## config.mk

```make
export PLATFORM = sky130hd
export DESIGN_NAME = led_matrix_scroller
export DESIGN_NICKNAME = d
export VERILOG_FILES = /design/src/rtl/led_matrix_scroller.sv
export SDC_FILE = /design/constraint.sdc
export NUM_CORES = 1
export LEC_CHECK = 0
export BUFFER_PORTS_ARGS = -buffer_cell sky130_fd_sc_hd__buf_4
export CORE_UTILIZATION = 59
export CTS_BUF_LIST = sky130_fd_sc_hd__clkbuf_8
export CTS_CLUSTER_SIZE = 10
export DETAILED_ROUTE_END_ITERATION = 10
export MAX_ROUTING_LAYER = met4
export PLACE_DENSITY = 0.83
export REMOVE_ABC_BUFFERS = 1
export SYNTH_ARGS = -nofsm -noshare
export SYNTH_HDL_FRONTEND = slang
export SYNTH_SLANG_ARGS = --single-unit
export TNS_END_PERCENT = 20
```

## constraint.sdc

```tcl
create_clock -name clk -period 3.4 [get_ports clk]
set_input_delay 0.34 -clock clk [delete_from_list [all_inputs] [get_ports clk]]
set_output_delay 0.34 -clock clk [all_outputs]
set_load 0.01 [all_outputs]
```

## src/rtl/led_matrix_scroller.sv

```systemverilog
// Scrolls a buffered character message right-to-left across an 8x8 LED matrix,
// one glyph column per scroll step, followed by eight blank columns.
module led_matrix_scroller #(
   parameter int MSG_DEPTH = 16,
   parameter int DIV_W     = 20
) (
   input  logic                         clk,
   input  logic                         rst,
   input  logic                         wr_en,
   input  logic [7:0]                   wr_data,
   input  logic                         clear,
   input  logic                         start,
   input  logic                         stop,
   input  logic                         loop,
   input  logic [DIV_W-1:0]             step_div,
   input  logic [63:0]                  glyph,
   output logic [7:0]                   char_code,
   output logic [63:0]                  frame,
   output logic                         busy,
   output logic                         done,
   output logic                         full,
   output logic [$clog2(MSG_DEPTH):0]   msg_len
);

   localparam int AW = $clog2(MSG_DEPTH);
   localparam int LW = AW + 1;
   localparam logic [LW-1:0] ONE     = LW'(1);
   localparam logic [LW-1:0] DEPTH_L = LW'(MSG_DEPTH);

   typedef enum logic [1:0] {IDLE, SCROLL, FLUSH} state_t;

   state_t            state_q;
   logic [7:0]        mem_q [MSG_DEPTH];
   logic [LW-1:0]     msg_len_q;
   logic [AW-1:0]     char_idx_q;
   logic [2:0]        col_q;
   logic [2:0]        flush_q;
   logic [DIV_W-1:0]  presc_q;
   logic [63:0]       frame_q;
   logic [63:0]       frame_d;
   logic              done_q;
   logic [7:0]        in_col;
   logic              tick;
   logic              last_char;
   logic              wr_ok;

   assign busy      = (state_q != IDLE);
   assign done      = done_q;
   assign full      = (msg_len_q == DEPTH_L);
   assign msg_len   = msg_len_q;
   assign frame     = frame_q;
   assign char_code = (state_q == SCROLL) ? mem_q[char_idx_q] : 8'd0;

   // >= rather than == so a step_div lowered mid-count still wraps promptly
   assign tick      = busy && (presc_q >= step_div);
   assign last_char = ({1'b0, char_idx_q} == (msg_len_q - ONE));
   assign wr_ok     = (state_q == IDLE) && wr_en && !full && !clear;

   always_comb begin
      in_col  = '0;
      frame_d = frame_q;
      for (int r = 0; r < 8; r++) begin
         if (state_q == SCROLL) in_col[r] = glyph[{3'(r), col_q}];
         frame_d[8*r +: 7] = frame_q[8*r+1 +: 7];
         frame_d[8*r+7]    = in_col[r];
      end
   end

   always_ff @(posedge clk) begin
      if (wr_ok) mem_q[msg_len_q[AW-1:0]] <= wr_data;
   end

   always_ff @(posedge clk or posedge rst) begin
      if (rst) begin
         state_q    <= IDLE;
         msg_len_q  <= '0;
         char_idx_q <= '0;
         col_q      <= '0;
         flush_q    <= '0;
         presc_q    <= '0;
         frame_q    <= '0;
         done_q     <= 1'b0;
      end else begin
         done_q <= 1'b0;
         case (state_q)
            IDLE: begin
               if (clear)      msg_len_q <= '0;
               else if (wr_ok) msg_len_q <= msg_len_q + ONE;
               if (start && !clear && (msg_len_q != '0)) begin
                  state_q    <= SCROLL;
                  char_idx_q <= '0;
                  col_q      <= '0;
                  flush_q    <= '0;
                  presc_q    <= '0;
                  frame_q    <= '0;
               end
            end
            SCROLL, FLUSH: begin
               if (stop) begin
                  // frame is deliberately left frozen on abort
                  state_q    <= IDLE;
                  char_idx_q <= '0;
                  col_q      <= '0;
                  flush_q    <= '0;
                  presc_q    <= '0;
               end else if (tick) begin
                  presc_q <= '0;
                  frame_q <= frame_d;
                  if (state_q == SCROLL) begin
                     col_q <= col_q + 3'd1;
                     if (col_q == 3'd7) begin
                        if (last_char) begin
                           state_q <= FLUSH;
                           flush_q <= '0;
                        end else begin
                           char_idx_q <= char_idx_q + AW'(1);
                        end
                     end
                  end else begin
                     flush_q <= flush_q + 3'd1;
                     if (flush_q == 3'd7) begin
                        char_idx_q <= '0;
                        col_q      <= '0;
                        if (loop) begin
                           state_q <= SCROLL;
                        end else begin
                           state_q <= IDLE;
                           done_q  <= 1'b1;
                        end
                     end
                  end
               end else begin
                  presc_q <= presc_q + DIV_W'(1);
               end
            end
            default: state_q <= IDLE;
         endcase
      end
   end

endmodule
```

======== Word level (Yosys, flattened, before mapping) ========
Memories as Yosys holds them, arrays and structs flattened.
Index checks and enable logic that the tools add are counted.
word-level totals
  output and inout port bits .............. 80
  flip-flop bits (word level) ............. 102
  RAM bits ................................ 128
  memories kept ........................... 1
  word-level logic and storage cells ...... 131
cells by class
  mux-type cells .......................... 72
  reductions and logical operators ........ 21
  add/sub/neg operators ................... 6
  magnitude comparators ................... 9
  equality and inequality tests ........... 14
memories
  memory  words  bits a word  read ports  clocked after Yosys merged registers in  wr ports  line  RTL
  mem_q   16     8            1           0                                        1         33    logic [7:0] mem_q [MSG_DEPTH];
operator list
  cell                                                count
  2-to-1 mux 64 bit                                   3
  case mux 64 bit (2 select lines)                    1
  2-to-1 mux 20 bit                                   3
  case mux 20 bit (2 select lines)                    1
  2-to-1 mux 3 bit                                    10
  < comparator 6 x 7 -> 1 bit, second input constant  4
  2-to-1 mux 4 bit                                    7
  2-to-1 mux 1 bit                                    25
  binary-select mux 1 bit (select 3 bit)              8
  adder 20 x 1 -> 20 bit, second input constant       1
  greater-or-equal comparator 20 bit                  1
  inequality test 4 bit, second input constant        4
  < comparator 5 x 7 -> 1 bit, second input constant  2
  2-to-1 mux 2 bit                                    7
  case mux 3 bit (2 select lines)                     2
  2-to-1 mux 5 bit                                    2
  AND reduction 5 bit                                 2
  2-to-1 mux 8 bit                                    1
  case mux 4 bit (2 select lines)                     1
  AND reduction 4 bit                                 2
  < comparator 3 x 7 -> 1 bit, second input constant  1
  < comparator 4 x 7 -> 1 bit, second input constant  1
  adder 3 x 1 -> 3 bit, second input constant         2
  equality test 3 bit, second input constant          2
  19 further kinds                                    29

======== Depth between registers and ports, before layout ========
  word-level depth ........................ 8
  mapped depth ............................ 11

======== Worst setup path before layout ========
No wires, ideal clock.
  path kind ............................... reg-to-reg
  from .................................... register state_q[1]
  to ...................................... memory mem_q[0][0], enable pin
  cell stages (with the launch flop) ...... 8
  clock period less this slack ............ 2548 ps
  path slack .............................. 852 ps
  library setup time ...................... 383 ps
  required time ........................... 3017 ps
  data arrival time ....................... 2165 ps
  path buffers ............................ 1
  cells stage by stage .................... dfrtp_1 > inv_1 > ha_1 > clkbuf_1 > and3_1 > nor2b_1 > nand2_1 > nor3_1
between the ends
  word-level cells in the longest chain between the ends .. 6
RTL lines
  element                                 line  RTL
  from (decl)                             32    state_t state_q;
  from (signal assigned)                  75    state_q <= IDLE;
  from (signal assigned)                  90    state_q <= SCROLL;
  from (signal assigned)                  101   state_q <= IDLE;
  logical NOT 2 bit                       57    assign wr_ok = (state_q == IDLE) && wr_en && !full && !clear;
  logical AND 1 bit (3 in a row)          57
  2-to-1 mux 1 bit                        70    if (wr_ok) mem_q[msg_len_q[AW-1:0]] <= wr_data;
  2-to-1 mux 1 bit (not written as such)  70
  to (decl)                               33
Every way passes these cells.

======== Worst setup path after layout ========
  from .................................... register char_idx_q[1]
  to ...................................... output char_code[4]
between the ends
  word-level cells in the longest chain between the ends .. 2
RTL lines
  element                 line  RTL
  from (decl)             35    logic [AW-1:0] char_idx_q;
  from (signal assigned)  116   char_idx_q <= char_idx_q + AW'(1);
  memory (16 x 8 bit)     -
  2-to-1 mux 8 bit        52    assign char_code = (state_q == SCROLL) ? mem_q[char_idx_q] : 8'd0;
  to (decl)               17    output logic [7:0] char_code,
Every way passes these cells.

==> results.toml <==
[outcome]
status = "completed"

[synth]
synth_simple_gate_area_share_pct = 11.8
ys_top_cells_by_area = "edfxtp_1, dfrtp_1, mux4_2"
synth-compound-area-share_pct = 7.02
ys.flop_type = "edfxtp_1"
async_reset_ff_share_pct = 44.3
yosysWarnings = 0
synth_top_cell_area_share_pct = 35.6
synth_cell_type_count = 59
ys_seq_area_share_pct = 59.2
synthXorXnorAreaFrac_pct = 1.78
syn_area_um2 = 10800
synth_top_family_by_area = "multiplexers"
synth_top_cell_by_area = "edfxtp_1"
synth.area.mux_share_pct = 12.9
ys_ff_latch = 230
syn_inst = 840
syn_area_per_cell_um2 = 12.9
synth_edf_count = 128
synth_adder_area_share_pct = 3.94

[clock_tree]
h-tree-depth = 2
cts.clk_slew.worst_paths_ns = 0.06
cts_buffers = 38
cts_tree = "yes"
insertion_delay_ns = 0.53
cts_resized = 0
hold_buffers = 1
clockBufferDepth = 3
post_cts_buffers = 0
cts_root_buf = "clkbuf_8"
cts_sinks = 230

[detailed_routing]
route.vias.total = 7433
wire_per_inst_um = 18.3
dr.pass1.iters = 6
postRouteAntennaNets = 0
dr.first_iter.drc_count = 514
drt-total-wl_um = 23700
drcViolationCount = 0
via_per_inst = 5.74

[hold_path]
whs_path_depth = 2
min_path_type = "input pin to flop"

[worst_setup_path]
critical_path_required_ns = 3.06
reg2regPathDepth = 7
crit_chain = "buf_4 -> mux4_2 -> mux4_2 -> and2_1 -> buf_4"
startpoint_type = "flop"
critPathMaxFanout = 19
end_kind = "primary output"
timing.setup.critical_path_class = "flop to primary output"
ff2ff_setup_slack_ns = 0.53
worstPathArrival_ns = 2.82
slowest_stage = "dfrtp_1"
max_stage_delay_ns = 0.72

[sta]
max_freq_ghz = 0.316
worstMarginPinSlew_ns = 0.813
finalCritPeriodShare_pct = 93.0
period_minus_slack_ns = 3.16
hold_slack_ns = 0.0370
slew_violations = 0
fin_worst_skew_ns = 0.0246
max_slew_margin_pct = 45.8
hold_viol = 0
rsz0062_at_grt = "false"
finalSetupViolations = 0

[floorplan]
initial_core_util_pct = 60.1
core_um2 = 18000
dieArea_um2 = 18800
dieWidth_um = 137
dieHeight_um = 137
ios = 179
row_count = 49

[global_routing]
grt_pass1_vias = 7252
grt_max_degree = 129
grtUsageTotal_pct = 26.7
antenna_found_initial = 0
grt_pass1_wl_um = 36900
grt_overflow = 0

[cells_and_area]
layout_common_cells = "buf_4, nand2_1, edfxtp_1"
finalNetCount = 1175
post-route-util_pct = 73.1
layout_commonest_cell = "buf_4"
nFillCells = 1161
drive_gt1_share_pct = 31.6
synthToLayoutAreaGrowth_pct = 21.7
diodes = 0

[power]
clockPowerShare_pct = 29.1
internal_power_w = 0.00515
power.total_w = 0.00742
pwr-share-seq_pct = 42.0
swShare_pct = 30.7
power_frac_comb_pct = 29.0
p_leak_nw = 5.55
powerDensity_nw_per_um2 = 565
switchingPower_w = 0.00227
vdd_drop_max_mv = 0.410

[placement]
port_buffers = 178
place_hpwl_um = 16600
place.gp.congestion = 0.820

[flow_run]
cap_violations = 0
-- stage by stage --
stage / area, µm² / cells / setup TNS (ns) / setup WS, ns
final: 13100 / 1295 / 0 / 0.239
after global routing: 13100 / 1295 / 0 / 0.124
after CTS: 13100 / 1295 / 0 / 0.194
after detailed placement: 12500 / 1230 / 0 / 0.536
after global placement: 12500 / 1230 / 0 / 0.606
after floorplan: 10600 / 797 / -150.75 / -2.39
-- cell families (layout without fill, tap and decap cells) --
logic type | Yosys count | count (layout)
AO/OA/AOI/OAI | 122 | 122
XOR/XNOR | 22 | 22
adder cells (fa/ha/maj) | 34 | 34
buffers and inverters | 80 | 306
flip-flops | 230 | 230
multiplexers | 68 | 68
AND/OR/NAND/NOR | 284 | 284
-- per-layer routing --
layer  wire length, µm  GRT usage, %  vias to the layer above
met5                 0             -                        -
met4               656          9.83                        0
met3              1670          5.41                       66
met2             12000          43.4                      258
met1              9350          33.5                     3664
li1                  -             -                     3445
-- cell usage after synthesis, types with 3 or more instances --
| cell | count |
|---|---|
| buf_2 | 9 |
| and3_1 | 7 |
| dfrtp_1 | 102 |
| o21ai_0 | 64 |
| nand4_1 | 9 |
| nand2b_1 | 9 |
| mux2_2 | 5 |
| a22o_1 | 5 |
| nand3_1 | 12 |
| buf_6 | 3 |
| nand2_1 | 167 |
| clkbuf_1 | 20 |
| and2_1 | 10 |
| inv_1 | 35 |
| edfxtp_1 | 128 |
| or3_1 | 3 |
| buf_4 | 6 |
| clkbuf_2 | 4 |
| ha_1 | 34 |
| xor2_1 | 14 |
| mux4_2 | 56 |
| nor2b_1 | 6 |
| nor2_1 | 42 |
| xnor2_1 | 8 |
| nor3_1 | 7 |
| o21ai_2 | 9 |
| a21oi_1 | 22 |
| mux2i_1 | 6 |
-- worst max-delay path: cells and delay by family, from the launching register on --
family                 cells  cell delay (ns)
AND/OR/NAND/NOR            1             0.18
flip-flops                 1             0.72
multiplexers               2             0.86
buffers and inverters      2             0.54
-- registers in the layout, indices dropped and copies added (netlist names) --
name,count
char_idx_q,4
col_q,3
done,1
flush_q,3
frame,64
mem_q,128
msg_len,5
presc_q,20
state_q,2
-- worst paths after layout --
check | from | end
max in group asynchronous | rst | frame[11]$_DFFE_PP0P_
max reg2reg | presc_q[15]$_DFFE_PP0P_ | flush_q[0]$_DFFE_PP0P_
min | clear | msg_len[3]$_DFFE_PP0P_
max | char_idx_q[1]$_DFFE_PP0P_ | char_code[4]
min reg2reg | frame[54]$_DFFE_PP0P_ | frame[53]$_DFFE_PP0P_
min in group asynchronous | rst | msg_len[0]$_DFFE_PP0P_
-- area by class of cell --
type	instances	area, µm²	share of cell area [%]
sequential	230	6400	48.7
clock buffer	42	578	4.40
inverter	37	141	1.08
clock inverter	22	88.8	0.676
multi-input combinational	530	4050	30.8
tap	229	287	2.18
timing repair buffer	205	1590	12.1
-- power groups by stage --
stage | combinational (W) | sequential, W | clock (W)
finish | 0.00215 | 0.00311 | 0.00216
global route | 0.00235 | 0.00312 | 0.00232
global placement | 0.00213 | 0.00316 | 0
CTS | 0.00218 | 0.00311 | 0.00220
detailed placement | 0.00216 | 0.00317 | 0
floorplan | 0.00131 | 0.00328 | 0
No activity file was read; power rests on OpenSTA's default activity.
